===== src/rtl/arb2to1_stream.sv =====
// Two-source stream arbiter with alternating tie-break priority and a single registered output slot.
// Optional per-source accepted-transfer counters are enabled by defining ARB_GRANT_CNT_EN.
module arb2to1_stream #(
    parameter int DW = 4
) (
    input  logic          clk,
    input  logic          rst,
    input  logic          in_a_valid,
    input  logic [DW-1:0] in_a,
    output logic          o_a_ready,
    input  logic          in_b_valid,
    input  logic [DW-1:0] in_b,
    output logic          o_b_ready,
    output logic          o_valid,
    output logic [DW-1:0] o_result,
    output logic          o_selector,
    input  logic          in_ready
`ifdef ARB_GRANT_CNT_EN
    ,
    output logic [7:0]    o_cnt_a,
    output logic [7:0]    o_cnt_b
`endif
);

    typedef enum logic {
        PRIO_A = 1'b0,
        PRIO_B = 1'b1
    } prio_e;

    prio_e         prio_q;
    logic          valid_q, valid_d;
    logic [DW-1:0] result_q, result_d;
    logic          sel_q, sel_d;
    logic          load;
    logic          grant_a, grant_b;

    // A source alone always wins; on a tie the priority state decides.
    // Reset suppresses every grant so no word is consumed while rst is high.
    always_comb begin
        load    = !valid_q || in_ready;
        grant_a = !rst && load && in_a_valid && (!in_b_valid || prio_q == PRIO_A);
        grant_b = !rst && load && in_b_valid && (!in_a_valid || prio_q == PRIO_B);
    end

    assign o_a_ready  = grant_a;
    assign o_b_ready  = grant_b;
    assign o_valid    = valid_q;
    assign o_result   = result_q;
    assign o_selector = sel_q;

    // NOTE: every always_comb output gets a default first so no path leaves it unassigned (no latch).
    always_comb begin
        valid_d  = valid_q;
        result_d = result_q;
        sel_d    = sel_q;
        if (grant_a) begin
            valid_d  = 1'b1;
            result_d = in_a;
            sel_d    = 1'b1;
        end else if (grant_b) begin
            valid_d  = 1'b1;
            result_d = in_b;
            sel_d    = 1'b0;
        end else if (load) begin
            valid_d  = 1'b0;
        end
    end

    // NOTE: sequential state uses non-blocking assignments so all registers update from pre-edge values.
    always_ff @(posedge clk or posedge rst) begin
        if (rst) begin
            prio_q   <= PRIO_A;
            valid_q  <= 1'b0;
            result_q <= '0;
            sel_q    <= 1'b0;
        end else begin
            valid_q  <= valid_d;
            result_q <= result_d;
            sel_q    <= sel_d;
            if (grant_a) begin
                prio_q <= PRIO_B;
            end else if (grant_b) begin
                prio_q <= PRIO_A;
            end
        end
    end

`ifdef ARB_GRANT_CNT_EN
    logic [7:0] cnt_a_q, cnt_a_d;
    logic [7:0] cnt_b_q, cnt_b_d;

    always_comb begin
        cnt_a_d = cnt_a_q;
        cnt_b_d = cnt_b_q;
        if (grant_a && cnt_a_q != 8'hFF) cnt_a_d = cnt_a_q + 8'd1;
        if (grant_b && cnt_b_q != 8'hFF) cnt_b_d = cnt_b_q + 8'd1;
    end

    always_ff @(posedge clk or posedge rst) begin
        if (rst) begin
            cnt_a_q <= 8'd0;
            cnt_b_q <= 8'd0;
        end else begin
            cnt_a_q <= cnt_a_d;
            cnt_b_q <= cnt_b_d;
        end
    end

    assign o_cnt_a = cnt_a_q;
    assign o_cnt_b = cnt_b_q;
`endif

endmodule


===== config.mk =====
export PLATFORM = sky130hd
export DESIGN_NAME = arb2to1_stream
export DESIGN_NICKNAME = d
export VERILOG_FILES = /design/src/rtl/arb2to1_stream.sv
export SDC_FILE = /design/constraint.sdc
export NUM_CORES = 1
export LEC_CHECK = 0
export ABC_AREA = 0
export BUFFER_PORTS_ARGS = -buffer_cell sky130_fd_sc_hd__buf_2
export CAP_MARGIN = 20
export CORE_UTILIZATION = 30
export DETAILED_ROUTE_END_ITERATION = 8
export PLACE_DENSITY = 0.69
export SLEW_MARGIN = 25
export SYNTH_ARGS = -nofsm -noshare
export SYNTH_HDL_FRONTEND = slang
export SYNTH_SLANG_ARGS = --single-unit

===== constraint.sdc =====
create_clock -name clk -period 2.3 [get_ports clk]
set_clock_uncertainty 0.1 [all_clocks]
set_input_delay 0.115 -clock clk [delete_from_list [all_inputs] [get_ports clk]]
set_output_delay 0.115 -clock clk [all_outputs]
set_load 0.05 [all_outputs]

---- After elaboration in Yosys (flattened, before gate mapping) ----
Cells that the tools add are included.
operators by class
  bitwise operators ....................... 1
  reduce and logical (&&, ||, !) cells .... 14
  muxes and demuxes ....................... 7
operators with widths
  kind                number
  two-way mux 4 bit   2
  logical AND 1 bit   5
  two-way mux 1 bit   5
  logical NOT 1 bit   4
  logical OR 1 bit    3
  nonzero test 3 bit  1
  nonzero test 2 bit  1
  inverter 1 bit      1
word-level totals
  logic and storage cells ................. 25
  bits of input ports ..................... 13
  register bits after elaboration ......... 6
  output and inout bits ................... 8

---- Logic depth before layout (Yosys ltp) ----
Gate-level depths: netlist (run 1).
  word-level depth ........................ 7
  depth in mapped cells ................... 4
  depth with buffers taken out ............ 3

---- Worst setup path before layout (run 1) ----
No wires, ideal clock.
  kind .................................... register to output
  start point ............................. register valid_q (netlist: o_valid)
  end point ............................... output port o_a_ready
  buffers on the path ..................... 1
  required time ........................... 2.085 ns
  setup slack ............................. 0.082 ns
  arrival ................................. 2.003 ns
  stages on the path, launching flop included .. 4
  cell sequence ........................... dfrtp_1 nor2b_1 buf_4 nor3_1
between the ends
  longest elaborated chain between the ends .. 5
ends and longest elaborated chain
  what                             RTL line  RTL
  start, declared                  31        logic valid_q, valid_d;
  start signal, assigned           77        valid_q <= valid_d;
  logical NOT 1 bit                40        load = !valid_q || in_ready;
  logical OR 1 bit                 40
  logical AND 1 bit (3 in series)  41        grant_a = !rst && load && in_a_valid && (!in_b_valid || prio_q == PRIO_A);
  end, declared                    10        output logic o_a_ready,
No other way between the ends.

---- Worst setup path after layout (run 1) ----
  start point ............................. register valid_q (netlist: o_valid)
  end point ............................... output port o_b_ready
between the ends
  longest elaborated chain between the ends .. 5
ends and longest elaborated chain
  what                             RTL line  RTL
  logical NOT 1 bit                40
  logical OR 1 bit                 40
  logical AND 1 bit (3 in series)  42        grant_b = !rst && load && in_b_valid && (!in_a_valid || prio_q == PRIO_B);
  end, declared                    13        output logic o_b_ready,
No other way between the ends.

==> results of run 1 <==
## where the power goes
group          leakage (nW)  internal (W)  switching [W]
Sequential           0.0669      0.000125      0.0000153
Clock                0.0138     0.0000592      0.0000400
Combinational         0.149     0.0000503       0.000128
Total                 0.230      0.000234       0.000183
## layer usage
layer | GRT usage (%) | vias to the layer above | wire (µm)
li1 | - | 201 | -
met2 | 22.9 | 17 | 464
met1 | 22.9 | 177 | 437
met3 | 1.74 | 2 | 48
met5 | 0 | - | 0
met4 | 12.9 | 0 | 17
## critical path, delay by kind of cell (launching register included)
kind,cells,cell delay [ns]
AND/OR/NAND/NOR,3,0.84
buffers and inverters,1,0.20
flip-flops,1,0.34
## area by class of cell
| class | instances | area (µm²) | area share, % |
|---|---|---|---|
| sequential | 6 | 150 | 28.4 |
| timing repair buffer | 21 | 110 | 20.8 |
| multi-input combinational | 30 | 225 | 42.6 |
| clock buffer | 3 | 22.5 | 4.26 |
| inverter | 1 | 3.75 | 0.709 |
| tap | 14 | 17.5 | 3.31 |
## through the flow
step                      power, W  std cells
after global routing      0.000444         75
after floorplan           0.000277         40
after global placement    0.000317         71
final                     0.000418         75
after CTS                 0.000425         75
after detailed placement  0.000320         71
## state kept, by name (all words and copies together), names as in the netlist
register / cells
o_result: 4
o_valid: 1
o_selector: 1
## logic make-up (layout without fill, tap and decap cells)
group           after synthesis  in the layout
compound gates               17             17
buf+inv                       4             25
flops                         6              6
simple gates                 13             13
## synth_stat cells
library cell / n / share of area, %
a31oi_1: 10 / 16
dfrtp_1: 6 / 38
nand4_1: 4 / 6.3
o31ai_2: 4 / 13
buf_2: 2 / 2.5
nor2_1: 2 / 1.9
a21bo_4: 1 / 4.1
a21boi_2: 1 / 2.8
and3_1: 1 / 1.6
buf_4: 1 / 1.9
inv_2: 1 / 0.95
nand2b_1: 1 / 1.6
nor2b_1: 1 / 1.6
nor3_1: 1 / 1.3
nor3_2: 1 / 2.5
o21ai_1: 1 / 1.3
or2_2: 1 / 1.6
or2b_1: 1 / 1.9
## final timing paths
check / slack, ns / cells past startpoint / end
max: 0.45 / 4 / o_b_ready
min: 0.03 / 3 / o_result[0]
max reg2reg: 0.88 / 3 / o_result[0]
min reg2reg: 0.44 / 2 / o_result[3]
max in group asynchronous: 1.53 / 3 / o_selector
min in group asynchronous: 0.36 / 3 / o_result[0]
==> run metrics, run 1 <==
maximum root-to-sink buffer count=2; largest family of logic cells by synthesized area=compound AO/OA/AOI/OAI gates; Post-Place Cell Area=just under 500 µm²; H-tree depth=1; Filler Cells Inserted=122; worst skew pair latency=0.24 ns; leakage power=between 0.2 and 0.25 nW; Crit Path Class=reg2out; commonest non-fill, non-tap cell in the layout=buf_2; CP startpoint=o_valid; root buffer cell=clkbuf_4; clock slew at reported path FFs=0.05 ns; Routed Antenna Nets=0; # DRC=0; CTS Buf Count=3; yosys warns=0; mux contribution to synthesized area=0%; Pwr Density=790 nW/µm²; Crit path largest cell delay=about 0.54 ns; crit path cell chain=nor2b_1 > nor2_1 > and3_1 > buf_2; Max-Cap Viols=0; Post-Place Setup Slack=around 0.70 ns; DR vias=397; CTS tree=yes; Critical Path Start Type=flip-flop; cts repair resizes=0; Max Freq=approximately 540 MHz; Synth Area in Adders=0%; full die area=roughly 1500 µm²; RR Startpoint=o_valid; Hold Buf Count CTS=1; library cells used by synthesis=18; remaining global-route overflow=0; Hold Slack=between 0.02 and 0.03 ns; initial antenna violation count=0; RePlAce Congestion=between 0.7 and 0.8; post-detailed-routing wire length=~970 µm; crit-path max FO=7; die extent in y=~38 µm; Hold Violations, Final=0; max_slew headroom=57.0%; syn_area_per_cell=9.92 µm²; Hold WC Path Type=in2reg; DR WL/cell=12.9 µm; setup violators final=0; clk sinks=6; Post-Syn Nets=53; Synth Area in Compound Gates=between 30% and 40%; Port Buf Inserts=20; worst vdd ir=336 µV; iteration-0 DRC count of the detailed router=3; CORE AREA=about 1200 µm²; status=finished clean; pin count of the biggest net entering global routing=16; Worst Path Required=about 2.1 ns; RSZ-0062 raised after global routing=false; Nets=76; Initial Util=between 30% and 40%; Hold Path Origin=in_b[0]; Synth Cell Area=about 400 µm²; first-pass GRT wire length=1.64 mm; share of layout cells above drive strength 1=a little over half; design area=about 530 µm²; Setup Fix Bufs, Post-CTS=0; vias per inst=roughly 5.3; GRT Resource Usage Total=between 15 and 20%; XOR/XNOR Fraction of Synth Area=0%; detailed placer's ending HPWL=687 µm; Final Util=a little under half; IO Pins=21; crit end category=output port; ANT cells=0; area delta synth->final=33.4%; final worst slack=0.452 ns; number of synthesized register bits=6; Worst-Margin Slew=between 0.6 and 0.7 ns; Synth Instances=40; Seq/Total Area, Yosys=approximately 38%; setup TNS=0 ns; Critical Path AT=roughly 1.6 ns; std cell rows=12; vias in the first global route=about 380; Worst path slowest cell=nor2b_1; Final Max Slew Viols=0; most frequent cells in the layout=20 x buf_2, 10 x a31oi_1, 6 x dfrtp_1; Final min period=1.85 ns; Final period util=80.3%; first drt pass iteration count=4; Die Wd=38.4 µm; simple-gate area share of the yosys netlist=20.2%
Note: power is estimated with default switching activity, not from simulation.
==> run 2, diff against run 1 <==
Settings changed: ABC_AREA 0 to 1, CORE_AREA set to 2 2 39 41, CORE_UTILIZATION 30 to unset, DIE_AREA set to 0 0 41 43, PLACE_DENSITY 0.69 to 0.66.
Clock period 2.3 ns to 1.85 ns, I/O delays scaled along.
==> run 2 against run 1 <==
Compared with the run above: wire length fell by 22%; cell count rose by 13%; clock-buffer cell count did not move; combinational power rose by 61%; largest power group unchanged.
==> run metrics, run 2 <==
most frequent CP cell=buf_2; Most used DFF post-synth=dfrtp_1; root buffer cell=clkbuf_4; Inst Count DP=81 (+14%); RSZ-0062 raised after global routing=false; Worst Path Required=1.66 ns (-0.43 ns); Post-Syn Nets=58 (+9.4%); cell family with most CP delay=buffers and inverters; detailed placer's ending HPWL=628 µm (-8.6%); crit-path max FO=8 (+1); Max Freq=614 MHz; setup violators final=0 (unchanged); M1 GR Usage=13.8% (-9.0 points); worst skew pair latency=0.24 ns (about the same); Critical Path Start Type=input pin; GR Layer Usage met2=13.8% (-9.1 points); initial antenna violation count=0 (unchanged); Worst Path Buf+Inv=4 (+3); setup TNS=0 ns (unchanged); area delta synth->final=44.6%; max reg flops=4 (unchanged); # DRC=0 (unchanged); Pwr Density=1140 nW/µm² (+45%); Sequential Area=150 µm² (unchanged); Routed Antenna Nets=0 (unchanged); leakage power=0.290 nW (+26%); most crowded layer after global routing=met1; RR Startpoint=o_selector; Post-synth EDFFs=0 (unchanged); share of layout cells above drive strength 1=44.9% (-7.5 points); CP startpoint=rst; Yosys top cell by area=dfrtp_1; Worst-Margin Slew=0.248 ns (-0.396 ns); share of the synthesized area in the top cell type=42.1% (+4.3 points); clk sinks=6 (unchanged); std cell rows=14 (+2); area of the multi-input gates=179 µm² (-21%); worst vdd ir=248 µV (-26%); remaining global-route overflow=0 (unchanged); Die Wd=41 µm (+6.9%); RePlAce Congestion=0.724 (-1.5%); CTS Buf Count=3 (unchanged); vias per inst=4.26 (-20%); Crit Path Class=in2out; met3 global-route usage=3.66% (+1.9 points); library cells used by synthesis=12 (-6); FFs w/ async S/R, synth=100% (unchanged); Critical Path AT=1.43 ns (-0.20 ns); Final Util=37.3% (-7.9 points); first-pass GRT wire length=1.26 mm (-23%); Hold Path Origin=in_ready; most common cell in the netlist=nand2_1; commonest non-fill, non-tap cell in the layout=buf_2; first drt pass iteration count=4 (unchanged); vias in the first global route=317 (-16%); Final min period=between 1.5 and 2 ns; Nets=84 (+11%); post-detailed-routing wire length=755 µm (-22%); Final Max Slew Viols=0 (unchanged); Worst path slowest cell=dlygate4sd3_1; Tot Pwr=0.000589 W (+41%); Crit path largest cell delay=0.53 ns (about the same); number of synthesized register bits=6 (unchanged); Hold Violations, Final=0 (unchanged); status=finished clean; GRT Resource Usage Total=10.9% (-5.6 points); IO Pins=21 (unchanged); Filler Cells Inserted=159 (+30%); Hold WC Path Type=in2reg; Post-Layout Cell Count=85 (+13%); crit path cell chain=dlygate4sd3_1 > buf_2 > clkinvlp_4 > nand2_4 > nor2_4 > buf_2; Final period util=88.0%; die extent in y=43 µm (+12%); Synth Instances=45 (+13%); Max-Cap Viols=0 (unchanged); Synth Cell Area=357 µm² (-10%); syn_area_per_cell=7.92 µm² (-20%); top post-synthesis cells by area=dfrtp_1 42%, nand2_1 17%, o21bai_1 8.4%, inv_1 7.4%, nand2_4 6.3%; most frequent cells in the layout=20 x buf_2, 16 x nand2_1, 6 x inv_1, 6 x dfrtp_1; Port Buf Inserts=20 (unchanged); DR WL/cell=8.88 µm (-31%); yosys warns=0 (unchanged); full die area=1760 µm² (+20%); maximum root-to-sink buffer count=2 (unchanged); Seq/Total Area, Yosys=42.1% (+4.3 points); ANT cells=0 (unchanged); H-tree depth=1 (unchanged); Initial Util=25.8% (-8.1 points); crit end category=output port; DR vias=362 (-8.8%); most instantiated cells after synthesis=16 x nand2_1, 7 x inv_1, 6 x dfrtp_1, 4 x nand3_1, 4 x o21bai_1; clock slew at reported path FFs=0.04 ns (about the same); iteration-0 DRC count of the detailed router=8 (+5); CORE AREA=1380 µm² (+18%); pin count of the biggest net entering global routing=9 (-7); max_slew headroom=83.6% (+27 points); CTS tree=yes
run 2: layout make-up:
class	instances	share of cell area (%)
flip-flops and latches	6	29.1
inverters	8	6.55
repair buffers	21	21.4
clock buffers	3	4.37
well taps	16	3.88
multi-input cells	31	34.7
run 2: routing by layer:
metal / wire (µm) / vias up
met5: 0 / -
met4: 14 / 0
met3: 59 / 2
met2: 353 / 17
met1: 327 / 155
li1: - / 188
run 2: report_power, final:
group | internal (W) | leakage (nW) | switching (W)
Sequential | 0.000167 | 0.0728 | 0.0000197
Clock | 0.0000731 | 0.0138 | 0.0000423
Combinational | 0.0000700 | 0.203 | 0.000217
run 2: worst register-to-register path, stage by stage (launching register included):
cell and delay, ns:
dfrtp_1 0.38, nand2_1 0.10, nand2_4 0.10, a21oi_4 0.21
inv_2 0.09, nand2_1 0.06, nand2_1 0.05
run 2: cells by family (layout without fill, tap and decap cells):
group	count (synthesis)	in the layout	synth area share, %
AND/OR/NAND/NOR	25	25	34.7
buffers and inverters	8	32	8.42
AO/OA/AOI/OAI	6	6	14.7
flip-flops	6	6	42.1
run 2: metrics by stage:
stage / hold WS (ns) / cell area (µm²) / setup WS, ns
2_1_floorplan: -0.185 / 359 / 0.138
3_3_place_gp: -0.0592 / 479 / 0.658
3_5_place_dp: -0.0498 / 479 / 0.633
4_1_cts: 0.0453 / 512 / 0.0828
5_1_grt: 0.0668 / 515 / 0.119
6_report: 0.0418 / 515 / 0.223
run 2: repair_timing:
item	CTS	global route
endpoints found under the hold margin	6	0
gates resized for setup	0	1
setup endpoints to repair	0	2
hold buffers	1	0
buffers inserted	0	0
run 2: path summary, 6_finish.rpt:
| check | endpoint | slack, ns | cells past startpoint |
|---|---|---|---|
| min in group asynchronous | o_result[1] | 0.22 | 3 |
| hold reg to reg | o_result[1] | 0.38 | 2 |
| setup / recovery | o_a_ready | 0.22 | 6 |
| hold / removal | o_valid | 0.04 | 4 |
| max in group asynchronous | o_result[0] | 1.29 | 3 |
| setup reg to reg | o_result[2] | 0.66 | 6 |
